**config.mk**
```make
export PLATFORM = sky130hd
export DESIGN_NAME = axi4_lite_master
export DESIGN_NICKNAME = d
export VERILOG_FILES = /design/src/rtl/axi4_lite_pkg.sv /design/src/rtl/axi4_lite_master.sv
export SDC_FILE = /design/constraint.sdc
export NUM_CORES = 1
export LEC_CHECK = 0
export ABC_CLOCK_PERIOD_IN_PS = 1990
export CORE_ASPECT_RATIO = 0.8
export CORE_MARGIN = 10
export CORE_UTILIZATION = 36
export CTS_BUF_LIST = sky130_fd_sc_hd__clkbuf_8
export DETAILED_ROUTE_END_ITERATION = 12
export PLACE_DENSITY = 0.84
export SLEW_MARGIN = 20
export SYNTH_ARGS = -nofsm -noshare
export SYNTH_HDL_FRONTEND = slang
export SYNTH_SLANG_ARGS = --single-unit
```
**constraint.sdc**
```tcl
create_clock -name ACLK -period 1.99 [get_ports ACLK]
set_clock_uncertainty 0.2 [all_clocks]
set_input_delay 0.398 -clock ACLK [delete_from_list [all_inputs] [get_ports ACLK]]
set_output_delay 0.398 -clock ACLK [all_outputs]
set_load 0.05 [all_outputs]
```
**src/rtl/axi4_lite_pkg.sv**
```systemverilog
// ---------------------------------------------------------------------------
// axi4_lite_pkg
//  Shared definitions for the AXI4-Lite initiator:
//    axi_mst_state_t  - transaction state machine encoding
//    RESP_*           - AXI response codes
//    resp_is_error()  - true for SLVERR/DECERR; EXOKAY counts as success
// ---------------------------------------------------------------------------
package axi4_lite_pkg;

  typedef enum logic [2:0] {
    ST_IDLE  = 3'd0,
    ST_WRITE = 3'd1,
    ST_WRESP = 3'd2,
    ST_RADDR = 3'd3,
    ST_RDATA = 3'd4
  } axi_mst_state_t;

  localparam logic [1:0] RESP_OKAY   = 2'b00;
  localparam logic [1:0] RESP_EXOKAY = 2'b01;
  localparam logic [1:0] RESP_SLVERR = 2'b10;
  localparam logic [1:0] RESP_DECERR = 2'b11;

  // Both error codes have the MSB set, so one bit decides.
  function automatic logic resp_is_error(input logic [1:0] resp);
    return resp[1];
  endfunction

endpackage

```
**src/rtl/axi4_lite_master.sv**
```systemverilog
// ---------------------------------------------------------------------------
// axi4_lite_master
//  Turns single-beat load/store requests from the CPU memory stage into
//  AXI4-Lite transactions. Exactly one transaction is in flight at a time;
//  cpu_ready is low until the response has been returned.
//
//  Ports
//    ACLK, ARESETN             clock, asynchronous active-low reset
//    cpu_req/we/addr/wdata/wstrb  request, accepted only while cpu_ready=1
//    cpu_ready                 idle (combinational from state)
//    cpu_done                  one-cycle completion pulse
//    cpu_rdata                 load data, updated on read completion, held
//    cpu_err                   with cpu_done: response was SLVERR/DECERR
//    M_AW*, M_W*, M_B*         AXI4-Lite write channels
//    M_AR*, M_R*               AXI4-Lite read channels
//  All AXI outputs come straight from registers.
// ---------------------------------------------------------------------------
module axi4_lite_master
  import axi4_lite_pkg::*;
#(
  parameter int ADDRESS    = 32,
  parameter int DATA_WIDTH = 32
) (
  input  logic                  ACLK,
  input  logic                  ARESETN,
  input  logic                  cpu_req,
  input  logic                  cpu_we,
  input  logic [ADDRESS-1:0]    cpu_addr,
  input  logic [DATA_WIDTH-1:0] cpu_wdata,
  input  logic [3:0]            cpu_wstrb,
  output logic                  cpu_ready,
  output logic                  cpu_done,
  output logic [DATA_WIDTH-1:0] cpu_rdata,
  output logic                  cpu_err,
  output logic [ADDRESS-1:0]    M_AWADDR,
  output logic                  M_AWVALID,
  input  logic                  M_AWREADY,
  output logic [DATA_WIDTH-1:0] M_WDATA,
  output logic [3:0]            M_WSTRB,
  output logic                  M_WVALID,
  input  logic                  M_WREADY,
  input  logic [1:0]            M_BRESP,
  input  logic                  M_BVALID,
  output logic                  M_BREADY,
  output logic [ADDRESS-1:0]    M_ARADDR,
  output logic                  M_ARVALID,
  input  logic                  M_ARREADY,
  input  logic [DATA_WIDTH-1:0] M_RDATA,
  input  logic [1:0]            M_RRESP,
  input  logic                  M_RVALID,
  output logic                  M_RREADY
);

  axi_mst_state_t        state_reg;
  logic [ADDRESS-1:0]    addr_reg;
  logic [DATA_WIDTH-1:0] wdata_reg;
  logic [3:0]            wstrb_reg;
  logic                  awvalid_reg;
  logic                  wvalid_reg;
  logic                  bready_reg;
  logic                  arvalid_reg;
  logic                  rready_reg;
  logic                  aw_done_reg;
  logic                  w_done_reg;
  logic                  done_reg;
  logic                  err_reg;
  logic [DATA_WIDTH-1:0] rdata_reg;

  logic aw_fire;
  logic w_fire;
  logic b_fire;
  logic ar_fire;
  logic r_fire;

  assign aw_fire = awvalid_reg & M_AWREADY;
  assign w_fire  = wvalid_reg  & M_WREADY;
  assign b_fire  = bready_reg  & M_BVALID;
  assign ar_fire = arvalid_reg & M_ARREADY;
  assign r_fire  = rready_reg  & M_RVALID;

  always_ff @(posedge ACLK or negedge ARESETN) begin
    if (!ARESETN) begin
      state_reg   <= ST_IDLE;
      addr_reg    <= '0;
      wdata_reg   <= '0;
      wstrb_reg   <= '0;
      awvalid_reg <= 1'b0;
      wvalid_reg  <= 1'b0;
      bready_reg  <= 1'b0;
      arvalid_reg <= 1'b0;
      rready_reg  <= 1'b0;
      aw_done_reg <= 1'b0;
      w_done_reg  <= 1'b0;
      done_reg    <= 1'b0;
      err_reg     <= 1'b0;
      rdata_reg   <= '0;
    end else begin
      // Completion outputs are single-cycle pulses unless re-asserted below.
      done_reg <= 1'b0;
      err_reg  <= 1'b0;
      case (state_reg)
        ST_IDLE: begin
          if (cpu_req) begin
            addr_reg <= cpu_addr;
            if (cpu_we) begin
              wdata_reg   <= cpu_wdata;
              wstrb_reg   <= cpu_wstrb;
              awvalid_reg <= 1'b1;
              wvalid_reg  <= 1'b1;
              aw_done_reg <= 1'b0;
              w_done_reg  <= 1'b0;
              state_reg   <= ST_WRITE;
            end else begin
              arvalid_reg <= 1'b1;
              state_reg   <= ST_RADDR;
            end
          end
        end
        ST_WRITE: begin
          // AW and W complete independently, in any order.
          if (aw_fire) begin
            awvalid_reg <= 1'b0;
            aw_done_reg <= 1'b1;
          end
          if (w_fire) begin
            wvalid_reg <= 1'b0;
            w_done_reg <= 1'b1;
          end
          if ((aw_done_reg | aw_fire) && (w_done_reg | w_fire)) begin
            bready_reg  <= 1'b1;
            aw_done_reg <= 1'b0;
            w_done_reg  <= 1'b0;
            state_reg   <= ST_WRESP;
          end
        end
        ST_WRESP: begin
          if (b_fire) begin
            bready_reg <= 1'b0;
            done_reg   <= 1'b1;
            err_reg    <= resp_is_error(M_BRESP);
            state_reg  <= ST_IDLE;
          end
        end
        ST_RADDR: begin
          if (ar_fire) begin
            arvalid_reg <= 1'b0;
            rready_reg  <= 1'b1;
            state_reg   <= ST_RDATA;
          end
        end
        ST_RDATA: begin
          if (r_fire) begin
            rready_reg <= 1'b0;
            rdata_reg  <= M_RDATA;
            done_reg   <= 1'b1;
            err_reg    <= resp_is_error(M_RRESP);
            state_reg  <= ST_IDLE;
          end
        end
        default: state_reg <= ST_IDLE;
      endcase
    end
  end

  assign cpu_ready = (state_reg == ST_IDLE);
  assign cpu_done  = done_reg;
  assign cpu_err   = err_reg;
  assign cpu_rdata = rdata_reg;

  // One latched address serves both channels; only one is ever valid.
  assign M_AWADDR  = addr_reg;
  assign M_ARADDR  = addr_reg;
  assign M_AWVALID = awvalid_reg;
  assign M_WDATA   = wdata_reg;
  assign M_WSTRB   = wstrb_reg;
  assign M_WVALID  = wvalid_reg;
  assign M_BREADY  = bready_reg;
  assign M_ARVALID = arvalid_reg;
  assign M_RREADY  = rready_reg;

endmodule
```
==> results of run 1 <==
## critical path, stage by stage (launching register included)
cell     delay [ps]
dfrtp_1         390
buf_4           170
nor3_4          230
buf_12          170
## worst max-delay path by stage
stage | endpoint | slack, ps | depth (start not counted)
final | cpu_ready | 80 | 3
after global routing | cpu_ready | 10 | 3
after CTS | cpu_ready | 30 | 3
after detailed placement | M_WDATA[25] | -230 | 5
after global placement | M_WDATA[29] | -150 | 5
after floorplan | M_WDATA[24] | 40 | 6
## logic make-up (layout without fill, tap and decap cells)
family / count (synthesis) / count (layout) / share of synthesized area
buffers and inverters: 50 / 287 / 0.0722
flip-flops: 112 / 112 / 0.617
AO/OA/AOI/OAI: 18 / 18 / 0.0267
multiplexers: 100 / 100 / 0.248
AND/OR/NAND/NOR: 26 / 26 / 0.0364
## through the flow
stage               hold slack [ps]  area [um^2]  instances  setup slack, ps
finish                          301         6980        714             81.4
global route                    319         6980        714             11.9
CTS                             268         6960        712             30.7
detailed placement              137         6760        693             -228
global placement                127         6760        693             -146
floorplan                     -97.6         4550        306             41.8
## Yosys cell counts (all sizes together)
library cell and n:
a211oi 1, a311oi 1, or2 1, mux2 100
a21o 2, and4b 1, a22o 1, nand4b 1
and4 1, inv 3, a32o 1, nor4b 2
clkbuf 6, buf 41, a31o 1, nand3 3
dfrtp 112, nor3 1, or3b 1, o21ai 6
a311o 1, nand2 8, a21oi 2, nor2 4
nor3b 3, a31oi 2
## cell usage in the layout (no fill, tap or decap), drive strengths merged, types with 2 or more instances in the layout
| cell | n |
|---|---|
| a21o | 2 |
| a21oi | 2 |
| a31oi | 2 |
| buf | 158 |
| clkbuf | 10 |
| clkdlybuf4s50 | 109 |
| clkinvlp | 4 |
| dfrtp | 112 |
| inv | 5 |
| mux2 | 100 |
| nand2 | 8 |
| nand3 | 3 |
| nor2 | 4 |
| nor3b | 3 |
| nor4b | 2 |
| o21ai | 6 |
## timing repair
item                                    4_1_cts  5_1_grt
hold buffers                                  1        0
endpoints found under the setup margin        1        1
pin swaps                                     0        1
setup buffers                                 2        2
endpoints found under the hold margin        24        0
resized for setup                             1        2
## per-layer routing
layer / up-vias / share of wire / track usage / wire length, um
met2: 162 / 0.50 / 0.257 / 6680
met3: 10 / 0.097 / 0.0701 / 1290
met5: - / 0 / 0 / 0
li1: 1497 / - / - / -
met1: 1602 / 0.39 / 0.161 / 5250
met4: 0 / 0.010 / 0.0385 / 138
## area by class of cell
class	count	area, um^2
Multi-Input combinational cell	144	1420
Clock inverter	6	37.5
Sequential cell	112	2810
Inverter	3	11.3
Fill cell	1029	5270
Tap cell	171	214
Timing Repair Buffer	268	2350
Clock buffer	10	138
==> flow_summary.toml, run 1 <==
[outcome]
status = "complete, no violations"

[setup_path]
setup.worst_path.start = "state_reg[1]"
r2r-end = "M_WDATA[25]"
reg2reg_from = "state_reg[1]"
critPathCaptureType = "output pin"
arrival_ps = 1310
r2r_slack_ps = 100
cp-start-kind = "flip-flop"
path_class = "reg -> out"
crit_fanout = 9
crit_required_ps = 1390
reg2regPathDepth = 5

[min_path]
holdCritPathClass = "in -> async"

[sta]
finalCritPeriodShare = 0.959
setup_viol = 0
finalSetupTns_ps = 0
hold_violations = 0
rsz0062_at_grt = "no"
max_clock_freq_mhz = 524
slew_viol_final = 0
layout_min_cycle_time_ps = 1910
slew_headroom = 0.763
tightest_slew_ps = 355

[floorplan]
rows = 36
dieArea_um2 = 17500
die_h_um = 120
core_area_um2 = 12300
start_util = 0.371
die_x_um = 146
ios = 253

[logic_synthesis]
ys_top_cells_by_area = "dfrtp_1 (62%), mux2_2 (23%), buf_4 (5.5%), mux2_1 (1.7%), buf_2 (0.77%)"
ys_seq_area_frac = 0.617
synthesis.nets = 419
netlist_area_um2 = 4540
synth_top_area_share = 0.617
yosys.area.top_type = "dfrtp_1"
avgSynthCellArea_um2 = 14.8
ys_ff_latch = 112
syn_inst = 306
synth.distinct_cells = 31
yosysWarnings = 0

[clocking]
h-tree-depth = 3
cts_buffers = 9
cts_tree = "done"
clock_path_buffers = 2
cts.clk_slew.worst_paths_ps = 100
cts.sinks = 112
cts_root_buffer = "clkbuf_8"
clk_latency_ps = 360

[grt]
grt_overflow = 0
grt_pass1_wl_mm = 20.9
grt_pass1_vias = 3696
antenna_found_initial = 0
grt_max_degree = 57
grt_usage = 0.148

[routing]
route.detailed.drc = 0
dr.pass1.iters = 4
via_per_inst = 4.58
drt_wl_total_mm = 13.4
ant_nets = 0
vias = 3271
wl_per_cell_um = 18.7
drt_iter0_markers = 52

[job]
cap_viol_max_count = 0

[cells_and_area]
antenna_cells = 0
post-route-util = 0.570
layout-drive-gt1-share = 0.503
area_growth_pct = 53.7
nNetsFinal = 651

[placement]
io_buffer_count = 250
hpwl_mm = 10.8
gp_congestion = 0.748
Power of run 1 is left out: the tool's default activity adds up to more than one toggle a clock period on the data nets, which glitch-free logic cannot reach.
==> inputs of run 2 (changes only) <==
Settings changed: CORE_UTILIZATION 36 to 35, CTS_BUF_LIST sky130_fd_sc_hd__clkbuf_8 to unset, PLACE_DENSITY 0.84 to 0.82.
==> run 2 against run 1 <==
Net effect: global-route usage down 0.38 points; non-clock buffer count down 3; worst hold slack worse by 84 ps; count of clock-buffer cells in the layout unchanged; register-to-register slack about the same; critical endpoint unchanged.
==> flow_summary.toml, run 2 (synthesis gave the netlist of run 1 again) <==
[outcome]
status = "complete, no violations"

[sta]
tightest_slew_ps = 395
fin_ws_ps = 87.9
setup_viol = 0
rsz0062_at_grt = "no"
slew_headroom = 0.733
finalCritPeriodShare = 0.956
max_clock_freq_mhz = 526
hold_violations = 0
slew_viol_final = 0
layout_min_cycle_time_ps = 1900

[floorplan]
core_area_um2 = 12800
die_h_um = 122
dieArea_um2 = 18000
die_x_um = 147
rows = 37
start_util = 0.356
ios = 253

[placement]
dp_cells = 696
io_buffer_count = 250
pre_cts_ws_ps = -187
hpwl_mm = 10.8
gp_congestion = 0.749
place_area_um2 = 6770

[setup_path]
setup.worst_path.start = "state_reg[2]"
r2r-end = "M_WDATA[28]"
worstSetupEndpoint = "cpu_ready"
arrival_ps = 1300
cp-start-kind = "flip-flop"
crit_fanout = 8
path_class = "reg -> out"
crit_required_ps = 1390
reg2regPathDepth = 5
reg2reg_from = "state_reg[0]"
r2r_slack_ps = 100
critPathCaptureType = "output pin"

[routing]
drt_wl_total_mm = 13.2
wl_per_cell_um = 18.5
route.detailed.drc = 0
drt_iter0_markers = 90
dr.pass1.iters = 4
vias = 3246
ant_nets = 0
via_per_inst = 4.55

[job]
cap_viol_max_count = 0

[cells_and_area]
final_common_cell = "buf_4"
antenna_cells = 0
nNetsFinal = 648
area_growth_pct = 56.3
layout-drive-gt1-share = 0.506
design_area_um2 = 7100
most-common-layout-cells = "buf_4 (148), clkdlybuf4s50_1 (109), dfrtp_1 (108), mux2_2 (93), clkbuf_16 (9)"
fin_cells = 714

[clocking]
cts_buffers = 9
cts.clk_slew.worst_paths_ps = 70
clk_latency_ps = 340
h-tree-depth = 3
clock_path_buffers = 2
cts.sinks = 112
cts_root_buffer = "clkbuf_16"
cts_tree = "done"

[grt]
grt_overflow = 0
grt_pass1_vias = 3584
grt_pass1_wl_mm = 20.5
grt_usage = 0.145
grt_max_degree = 55
antenna_found_initial = 0

[min_path]
holdCritPathClass = "in -> async"
run 2: cell count changes in the layout (fill, tap and decap cells not counted), sizes merged:
| cell | delta |
|---|---|
| bufinv | +1 |
| buf | -3 |
| clkinv | +2 |
| clkinvlp | -3 |
| inv | -1 |
run 2: per-layer routing:
metal | routed length [um] | up-vias | GRT usage
li1 | - | 1492 | -
met4 | 158 | 0 | 0.0445
met5 | 0 | - | 0
met2 | 6660 | 158 | 0.247
met3 | 1470 | 13 | 0.0808
met1 | 4950 | 1583 | 0.150
run 2: worst max-delay path, stage by stage, from the launching register on:
cell and delay, ps:
dfrtp_2 440, buf_6 150, nor3_4 210, buf_12 160
run 2: area by class of cell:
type                            instances  area (um^2)
Clock buffer                           10          239
Timing Repair Buffer                  265         2340
Tap cell                              175          219
Sequential cell                       112         2810
Multi-Input combinational cell        144         1420
Inverter                                3         11.3
Clock inverter                          5         56.3
Fill cell                            1049         5680
run 2: how the worst min path moves through the flow:
stage             from           to  slack, ps  cells past startpoint
3_3_place_gp   ARESETN  M_WDATA[17]         40                      1
5_1_grt        ARESETN  M_WDATA[17]        230                      2
2_1_floorplan  ARESETN  M_ARADDR[0]       -100                      0
6_report       ARESETN  M_WDATA[17]        220                      2
3_5_place_dp   ARESETN  M_WDATA[17]         40                      1
4_1_cts        ARESETN  M_WDATA[17]        200                      2
run 2: what timing repair did:
action                                  in CTS  in global routing
pin swaps                                    0                  1
hold endpoints to repair                   112                  0
setup buffers                                0                  2
endpoints found under the setup margin       1                  1
hold buffers                                 1                  0
resized for setup                            1                  4
gates cloned                                 0                  0
run 2: stage by stage:
| step | TNS (ps) | util | hold slack (ps) |
|---|---|---|---|
| 2_1_floorplan | 0 | - | -97.6 |
| 3_3_place_gp | -10400 | 0.530 | 37.2 |
| 3_5_place_dp | -11530 | 0.530 | 40.3 |
| 4_1_cts | 0 | 0.554 | 200 |
| 5_1_grt | 0 | 0.556 | 227 |
| 6_report | 0 | 0.556 | 217 |
Power of run 2 is left out for the same reason.
